`src/rtl/ifu_fetch.sv`:
```
// ifu_fetch: single-outstanding instruction fetch unit.
// Walks BOOT -> AR -> R -> WAIT, issuing one AXI read per instruction and
// handing the selected 32-bit word to decode as a one-cycle pulse.
// Optional feature macro: IFU_MISALIGN_CHK_EN. When defined, a misaligned
// redirect target raises a sticky ifetch_misalign flag and parks the unit
// in HALT. When undefined, redirect targets are word-aligned by clearing
// bits [1:0].
module ifu_fetch #(
  parameter logic [63:0] RESET_PC = 64'h0000_0000_8000_0000
) (
  input  logic        clk,
  input  logic        rst,
  input  logic        ifetch_req,
  input  logic        ifetch_taken,
  input  logic [63:0] ifetch_taken_pc,
  output logic [63:0] axi_AR_ADDR,
  output logic        axi_AR_VALID,
  input  logic        axi_AR_READY,
  input  logic [63:0] axi_R_DATA,
  input  logic        axi_R_VALID,
  output logic        axi_R_READY,
  output logic        dec_inst_vld,
  output logic [63:0] dec_inst_pc,
  output logic [31:0] dec_inst
`ifdef IFU_MISALIGN_CHK_EN
  ,
  output logic        ifetch_misalign
`endif
);

  typedef enum logic [2:0] {
    S_BOOT = 3'd0,
    S_AR   = 3'd1,
    S_R    = 3'd2,
    S_WAIT = 3'd3
`ifdef IFU_MISALIGN_CHK_EN
    ,
    S_HALT = 3'd4
`endif
  } state_t;

  state_t      state_reg, state_next;
  logic [63:0] pc_reg, pc_next;
  logic [31:0] inst_reg, inst_next;
  logic [63:0] inst_pc_reg, inst_pc_next;
  logic        vld_reg, vld_next;
  logic [63:0] seq_pc;
  logic [63:0] redirect_pc;
  logic        redirect_bad;
  logic [31:0] lane_word [2];

  // The 64-bit read beat carries two instruction words; pc[2] picks the lane.
  for (genvar gi = 0; gi < 2; gi++) begin : g_lane
    assign lane_word[gi] = axi_R_DATA[32*gi +: 32];
  end

  // Sequential successor wraps naturally at 2^64.
  assign seq_pc = pc_reg + 64'd4;

`ifdef IFU_MISALIGN_CHK_EN
  logic misalign_reg, misalign_next;

  assign redirect_pc     = ifetch_taken_pc;
  assign redirect_bad    = |ifetch_taken_pc[1:0];
  assign ifetch_misalign = misalign_reg;
`else
  // Without the checker, a misaligned target is silently word-aligned.
  assign redirect_pc  = ifetch_taken_pc & ~64'h3;
  assign redirect_bad = 1'b0;
`endif

  // State register and datapath registers; reset abandons any transaction.
  always_ff @(posedge clk or posedge rst) begin
    if (rst) begin
      state_reg    <= S_BOOT;
      pc_reg       <= RESET_PC;
      inst_reg     <= 32'h0;
      inst_pc_reg  <= RESET_PC;
      vld_reg      <= 1'b0;
`ifdef IFU_MISALIGN_CHK_EN
      misalign_reg <= 1'b0;
`endif
    end else begin
      state_reg    <= state_next;
      pc_reg       <= pc_next;
      inst_reg     <= inst_next;
      inst_pc_reg  <= inst_pc_next;
      vld_reg      <= vld_next;
`ifdef IFU_MISALIGN_CHK_EN
      misalign_reg <= misalign_next;
`endif
    end
  end

  // Next-state, next-datapath and AXI handshake outputs.
  always_comb begin
    state_next    = state_reg;
    pc_next       = pc_reg;
    inst_next     = inst_reg;
    inst_pc_next  = inst_pc_reg;
    vld_next      = 1'b0;
    axi_AR_VALID  = 1'b0;
    axi_R_READY   = 1'b0;
`ifdef IFU_MISALIGN_CHK_EN
    misalign_next = misalign_reg;
`endif
    case (state_reg)
      S_BOOT: begin
        // pc already holds RESET_PC from reset.
        state_next = S_AR;
      end
      S_AR: begin
        // Address and valid come straight from state/pc, so they stay
        // stable until the slave accepts. R_VALID is not looked at here.
        axi_AR_VALID = 1'b1;
        if (axi_AR_READY) begin
          state_next = S_R;
        end
      end
      S_R: begin
        axi_R_READY = 1'b1;
        if (axi_R_VALID) begin
          inst_next    = lane_word[pc_reg[2]];
          inst_pc_next = pc_reg;
          vld_next     = 1'b1;
          state_next   = S_WAIT;
        end
      end
      S_WAIT: begin
        if (ifetch_req) begin
          if (ifetch_taken) begin
            if (redirect_bad) begin
`ifdef IFU_MISALIGN_CHK_EN
              misalign_next = 1'b1;
              state_next    = S_HALT;
`endif
            end else begin
              pc_next    = redirect_pc;
              state_next = S_AR;
            end
          end else begin
            pc_next    = seq_pc;
            state_next = S_AR;
          end
        end
      end
`ifdef IFU_MISALIGN_CHK_EN
      S_HALT: begin
        // Parked until reset; no further reads are issued.
        state_next = S_HALT;
      end
`endif
      default: begin
        state_next = S_BOOT;
      end
    endcase
  end

  assign axi_AR_ADDR  = pc_reg;
  assign dec_inst_vld = vld_reg;
  assign dec_inst     = inst_reg;
  assign dec_inst_pc  = inst_pc_reg;

endmodule

```
`config.mk`:
```
export PLATFORM = sky130hd
export DESIGN_NAME = ifu_fetch
export DESIGN_NICKNAME = d
export VERILOG_FILES = /design/src/rtl/ifu_fetch.sv
export SDC_FILE = /design/constraint.sdc
export NUM_CORES = 1
export LEC_CHECK = 0
export BUFFER_PORTS_ARGS = -buffer_cell sky130_fd_sc_hd__buf_4
export CORE_MARGIN = 2
export CORE_UTILIZATION = 50
export DETAILED_ROUTE_END_ITERATION = 10
export PLACE_DENSITY = 0.84
export SLEW_MARGIN = 20
export SYNTH_ARGS = -nofsm -noshare
export SYNTH_HDL_FRONTEND = slang
export SYNTH_SLANG_ARGS = --single-unit
```
`constraint.sdc`:
```
create_clock -name clk -period 5.12 [get_ports clk]
set_input_delay 0 -clock clk [delete_from_list [all_inputs] [get_ports clk]]
set_output_delay 0 -clock clk [all_outputs]
set_load 0.02 [all_outputs]
```
==> key figures <==
Drt
  – Final antenna-violating net count: 0
  – Total routed wirelength: between 20 and 30 mm
  – Detailed-routing iteration count for the pre-antenna-repair pass: 5
  – Vias per inst: 5.98
  – Vias: 8818
  – Wire length per cell: ~20 microns
  – Drt first-iter violations: slightly above 900
  – DRC viols: 0

Job
  – MaxCap Viol Count: 0

Setup path
  – Critical Path Start Type: flop
  – Start of the worst register-to-register path: axi_AR_ADDR[2]$_DFFE_PP0P_
  – Worst Reg-to-Reg Cells: 7
  – Arrival time reported for the critical path endpoint: approximately 3500 ps
  – Worst r2r dst: axi_AR_ADDR[60]$_DFFE_PP0P_
  – R2R setup slack: a little over 2000 ps
  – Largest fanout of any net on the critical path: 40
  – WS Path Type: flop to flop
  – Category of the worst setup path capture point: flop
  – Worst path required time: about 5500 ps

Clock network
  – Worst-skew pair later-pin latency: around 430 ps
  – CTS tree: built
  – Clock root buffer master: sky130_fd_sc_hd__clkbuf_16
  – Clock sinks: approximately 160
  – Deepest clock path buffer count: 2
  – Clock buffer count from CTS: 17
  – Clock slew seen by the registers of the worst setup and hold paths: roughly 70 ps
  – Max H-tree Level: 4

Min path
  – Endpoint, Worst Hold: axi_AR_ADDR[52]$_DFFE_PP0P_
  – Hold path start: ifetch_taken_pc[52]
  – Path type of the worst min-delay path: input pin to flop
  – WHS Path Cells: 4

STA
  – Final setup margin: between 2000 and 2500 ps
  – Final Setup Violations: 0
  – Setup repair after global routing missed its margin: no
  – Peak Freq: about 320 MHz
  – Actual transition at the worst max-transition pin: 1090 ps
  – Crit share post-route: between 60% and 70%
  – Aggregate negative setup slack: 0 ps
  – Max Slew Vio Count: 0
  – Endpoints failing hold: 0
  – Headroom to the max-slew limit: between 20% and 30%
  – Post-route minimum period: approximately 3100 ps
  – Post-route clock skew: between 9 and 10 ps

Power and ir drop
  – Comb pwr share: between 40 and 50%
  – PwrDens: around 600 nW/um^2
  – Clock power share: about a fifth
  – Leakage power summed over all cells: about 5.6 nW
  – Switch share: 41.7%
  – Switching power: around 3.1 mW
  – Peak supply drop: around 370 uV
  – Sequential fraction of design power: about a third
  – Cell-internal power: approximately 4.3 mW
  – Total chip power: between 7 and 8 mW

Global route
  – GRT overflow: 0
  – Total track usage: approximately a third
  – Vias in the first global route: about 8500
  – Global-route wire length before repair: about 46 mm
  – Number of antenna violations at the first check in global routing: 2
  – Maximum number of pins on one net before global-route repair: roughly 120

Logic synthesis
  – Netlist cell types: 58
  – Post-synthesis instance area: between 8000 and 9000 sq um
  – Number of enable flip-flop cells after synthesis: 0
  – Register bit count reported by yosys: 159
  – Post-Syn Instances: approximately 860
  – Area share of the leading cell type in the synthesized netlist: between 40% and 50%
  – Syn. warnings: 0
  – Synthesized area per cell: 9.67 sq um
  – Top flip-flop cell by instance count after synthesis: sky130_fd_sc_hd__dfrtp_1
  – Ys async rst share: 100%
  – Cell taking the most area after synthesis: sky130_fd_sc_hd__dfrtp_1
  – Register area share after synthesis: around half
  – Top area cells in the synthesized netlist: sky130_fd_sc_hd__dfrtp_1 (47%), sky130_fd_sc_hd__mux2_2 (7.9%), sky130_fd_sc_hd__o21ai_0 (4.9%)

Floorplanning
  – Number of ports placed on the die boundary: just under 300
  – Die span in y: between 100 and 150 microns
  – Die area: between 15000 and 20000 sq um
  – Horizontal extent of the die: ~130 microns
  – Initial cell density of the core: approximately half
  – Rows: 47
  – Core area: 16400 sq um

Final layout
  – Final #Nets: roughly 1400
  – Share of final-layout standard cells stronger than drive strength 1: ~33%
  – Most frequent standard cell in the layout excluding fill and tap cells: sky130_fd_sc_hd__buf_4
  – Area grow syn2layout: 51.3%
  – Count of fill cells added during filler insertion: ~1000
  – Leading cell types in the layout, fill and taps excluded: sky130_fd_sc_hd__buf_4 (299), sky130_fd_sc_hd__dfrtp_1 (156), sky130_fd_sc_hd__dlygate4sd3_1 (124)

Status
  – Run status: complete, no violations

Place
  – Port Buffers: between 200 and 300
  – Estimated wirelength of the detail-placed design: ~18 mm
  – Worst slack at placement: between 2000 and 2500 ps
  – Routability congestion estimate from global placement: between 0.8 and 0.9
-- cell type report --
class | instances | area, sq um | area share (%)
antenna | 3 | 7.51 | 0.0600
multi-input combinational | 622 | 4010 | 32.0
tap | 220 | 275 | 2.20
clock inverter | 13 | 262 | 2.09
sequential | 159 | 3980 | 31.8
timing repair buffer | 423 | 3490 | 27.8
inverter | 15 | 65.1 | 0.520
clock buffer | 19 | 433 | 3.46
-- worst max-delay path, cell delays in order, from the launching register on --
cell and delay, ps:
sky130_fd_sc_hd__dfrtp_2 340, sky130_fd_sc_hd__buf_4 520, sky130_fd_sc_hd__ha_1 340, sky130_fd_sc_hd__nand4_1 290, sky130_fd_sc_hd__nor3_2 590, sky130_fd_sc_hd__nand4_1 310
sky130_fd_sc_hd__or4_1 550, sky130_fd_sc_hd__nand4_1 100
-- logic make-up (layout without fill, tap and decap cells) --
kind of cell | Yosys count | count (layout) | synth area share (%)
adders and majority gates | 4 | 4 | 0.605
muxes | 98 | 98 | 12.7
AOI/OAI and AO/OA | 195 | 195 | 14.5
buffers and inverters | 78 | 470 | 3.79
DFF | 159 | 159 | 48.1
and+or+nand+nor | 321 | 321 | 20.2
other | 1 | 7 | 0.0453
-- worst max-delay path by stage --
stage | start | end | slack [ps] | cells past startpoint
floorplan | rst | axi_AR_ADDR[10]$_DFFE_PP0P_ | 830 | 1
global placement | axi_AR_ADDR[2]$_DFFE_PP0P_ | axi_AR_ADDR[60]$_DFFE_PP0P_ | 2150 | 7
detailed placement | axi_AR_ADDR[2]$_DFFE_PP0P_ | axi_AR_ADDR[60]$_DFFE_PP0P_ | 2110 | 7
CTS | axi_AR_ADDR[2]$_DFFE_PP0P_ | axi_AR_ADDR[60]$_DFFE_PP0P_ | 2090 | 7
global route | axi_AR_ADDR[2]$_DFFE_PP0P_ | axi_AR_ADDR[60]$_DFFE_PP0P_ | 1840 | 7
finish | axi_AR_ADDR[2]$_DFFE_PP0P_ | axi_AR_ADDR[60]$_DFFE_PP0P_ | 2010 | 7
-- power groups by stage --
| stage | clock network, mW | logic [mW] | registers, mW |
|---|---|---|---|
| final | 1.50 | 3.41 | 2.51 |
| after floorplan | 0 | 1.24 | 2.98 |
| after global routing | 1.56 | 3.62 | 2.59 |
| after global placement | 0 | 3.09 | 2.45 |
| after detailed placement | 0 | 3.16 | 2.48 |
| after CTS | 1.52 | 3.35 | 2.47 |
-- per-layer routing --
layer | track usage, % | share of wire [%] | vias to the layer above
met5 | 0 | 0 | -
met4 | 15.3 | 4.3 | 0
met3 | 7.78 | 8.1 | 107
met2 | 55.0 | 50 | 553
met1 | 40.2 | 38 | 4210
li1 | - | - | 3948
-- per-stage QoR --
| stage | utilization (%) | hold slack, ps | cells | cell area (sq um) |
|---|---|---|---|---|
| final | 76.3 | 14.8 | 1474 | 12500 |
| after global routing | 76.3 | 31.4 | 1473 | 12500 |
| after CTS | 76.2 | 6.53 | 1471 | 12500 |
| after detailed placement | 64.4 | 208 | 1315 | 10600 |
| after global placement | 64.4 | 213 | 1315 | 10600 |
| after floorplan | - | 118 | 859 | 8290 |
-- cell usage after synthesis, types with 3 or more instances --
cell	count
sky130_fd_sc_hd__dfrtp_1	157
sky130_fd_sc_hd__nand2_1	91
sky130_fd_sc_hd__o21ai_0	81
sky130_fd_sc_hd__mux2_2	58
sky130_fd_sc_hd__clkbuf_1	47
sky130_fd_sc_hd__nand3_1	46
sky130_fd_sc_hd__mux2i_1	40
sky130_fd_sc_hd__a21oi_1	39
sky130_fd_sc_hd__nor2_1	39
sky130_fd_sc_hd__nand4_1	38
sky130_fd_sc_hd__nor3_1	26
sky130_fd_sc_hd__or3_1	18
sky130_fd_sc_hd__and3_1	16
sky130_fd_sc_hd__nor4_1	15
sky130_fd_sc_hd__inv_1	14
sky130_fd_sc_hd__a2bb2oi_1	10
sky130_fd_sc_hd__o22ai_1	10
sky130_fd_sc_hd__o211ai_1	8
sky130_fd_sc_hd__a31oi_1	7
sky130_fd_sc_hd__and4_1	7
sky130_fd_sc_hd__buf_1	7
sky130_fd_sc_hd__nor2b_1	6
sky130_fd_sc_hd__a311oi_1	5
sky130_fd_sc_hd__a22oi_1	4
sky130_fd_sc_hd__buf_2	4
sky130_fd_sc_hd__buf_4	4
sky130_fd_sc_hd__ha_1	4
sky130_fd_sc_hd__o21a_1	4
sky130_fd_sc_hd__or4_1	4
sky130_fd_sc_hd__a32oi_1	3
sky130_fd_sc_hd__o22a_1	3
sky130_fd_sc_hd__o311ai_0	3
sky130_fd_sc_hd__o31a_1	3
-- what timing repair did --
action	in CTS	in global routing
hold buffers	124	0
gates resized for setup	0	0
buffers inserted	0	0
hold endpoints to repair	206	0
(Power assumes the default switching activity.)
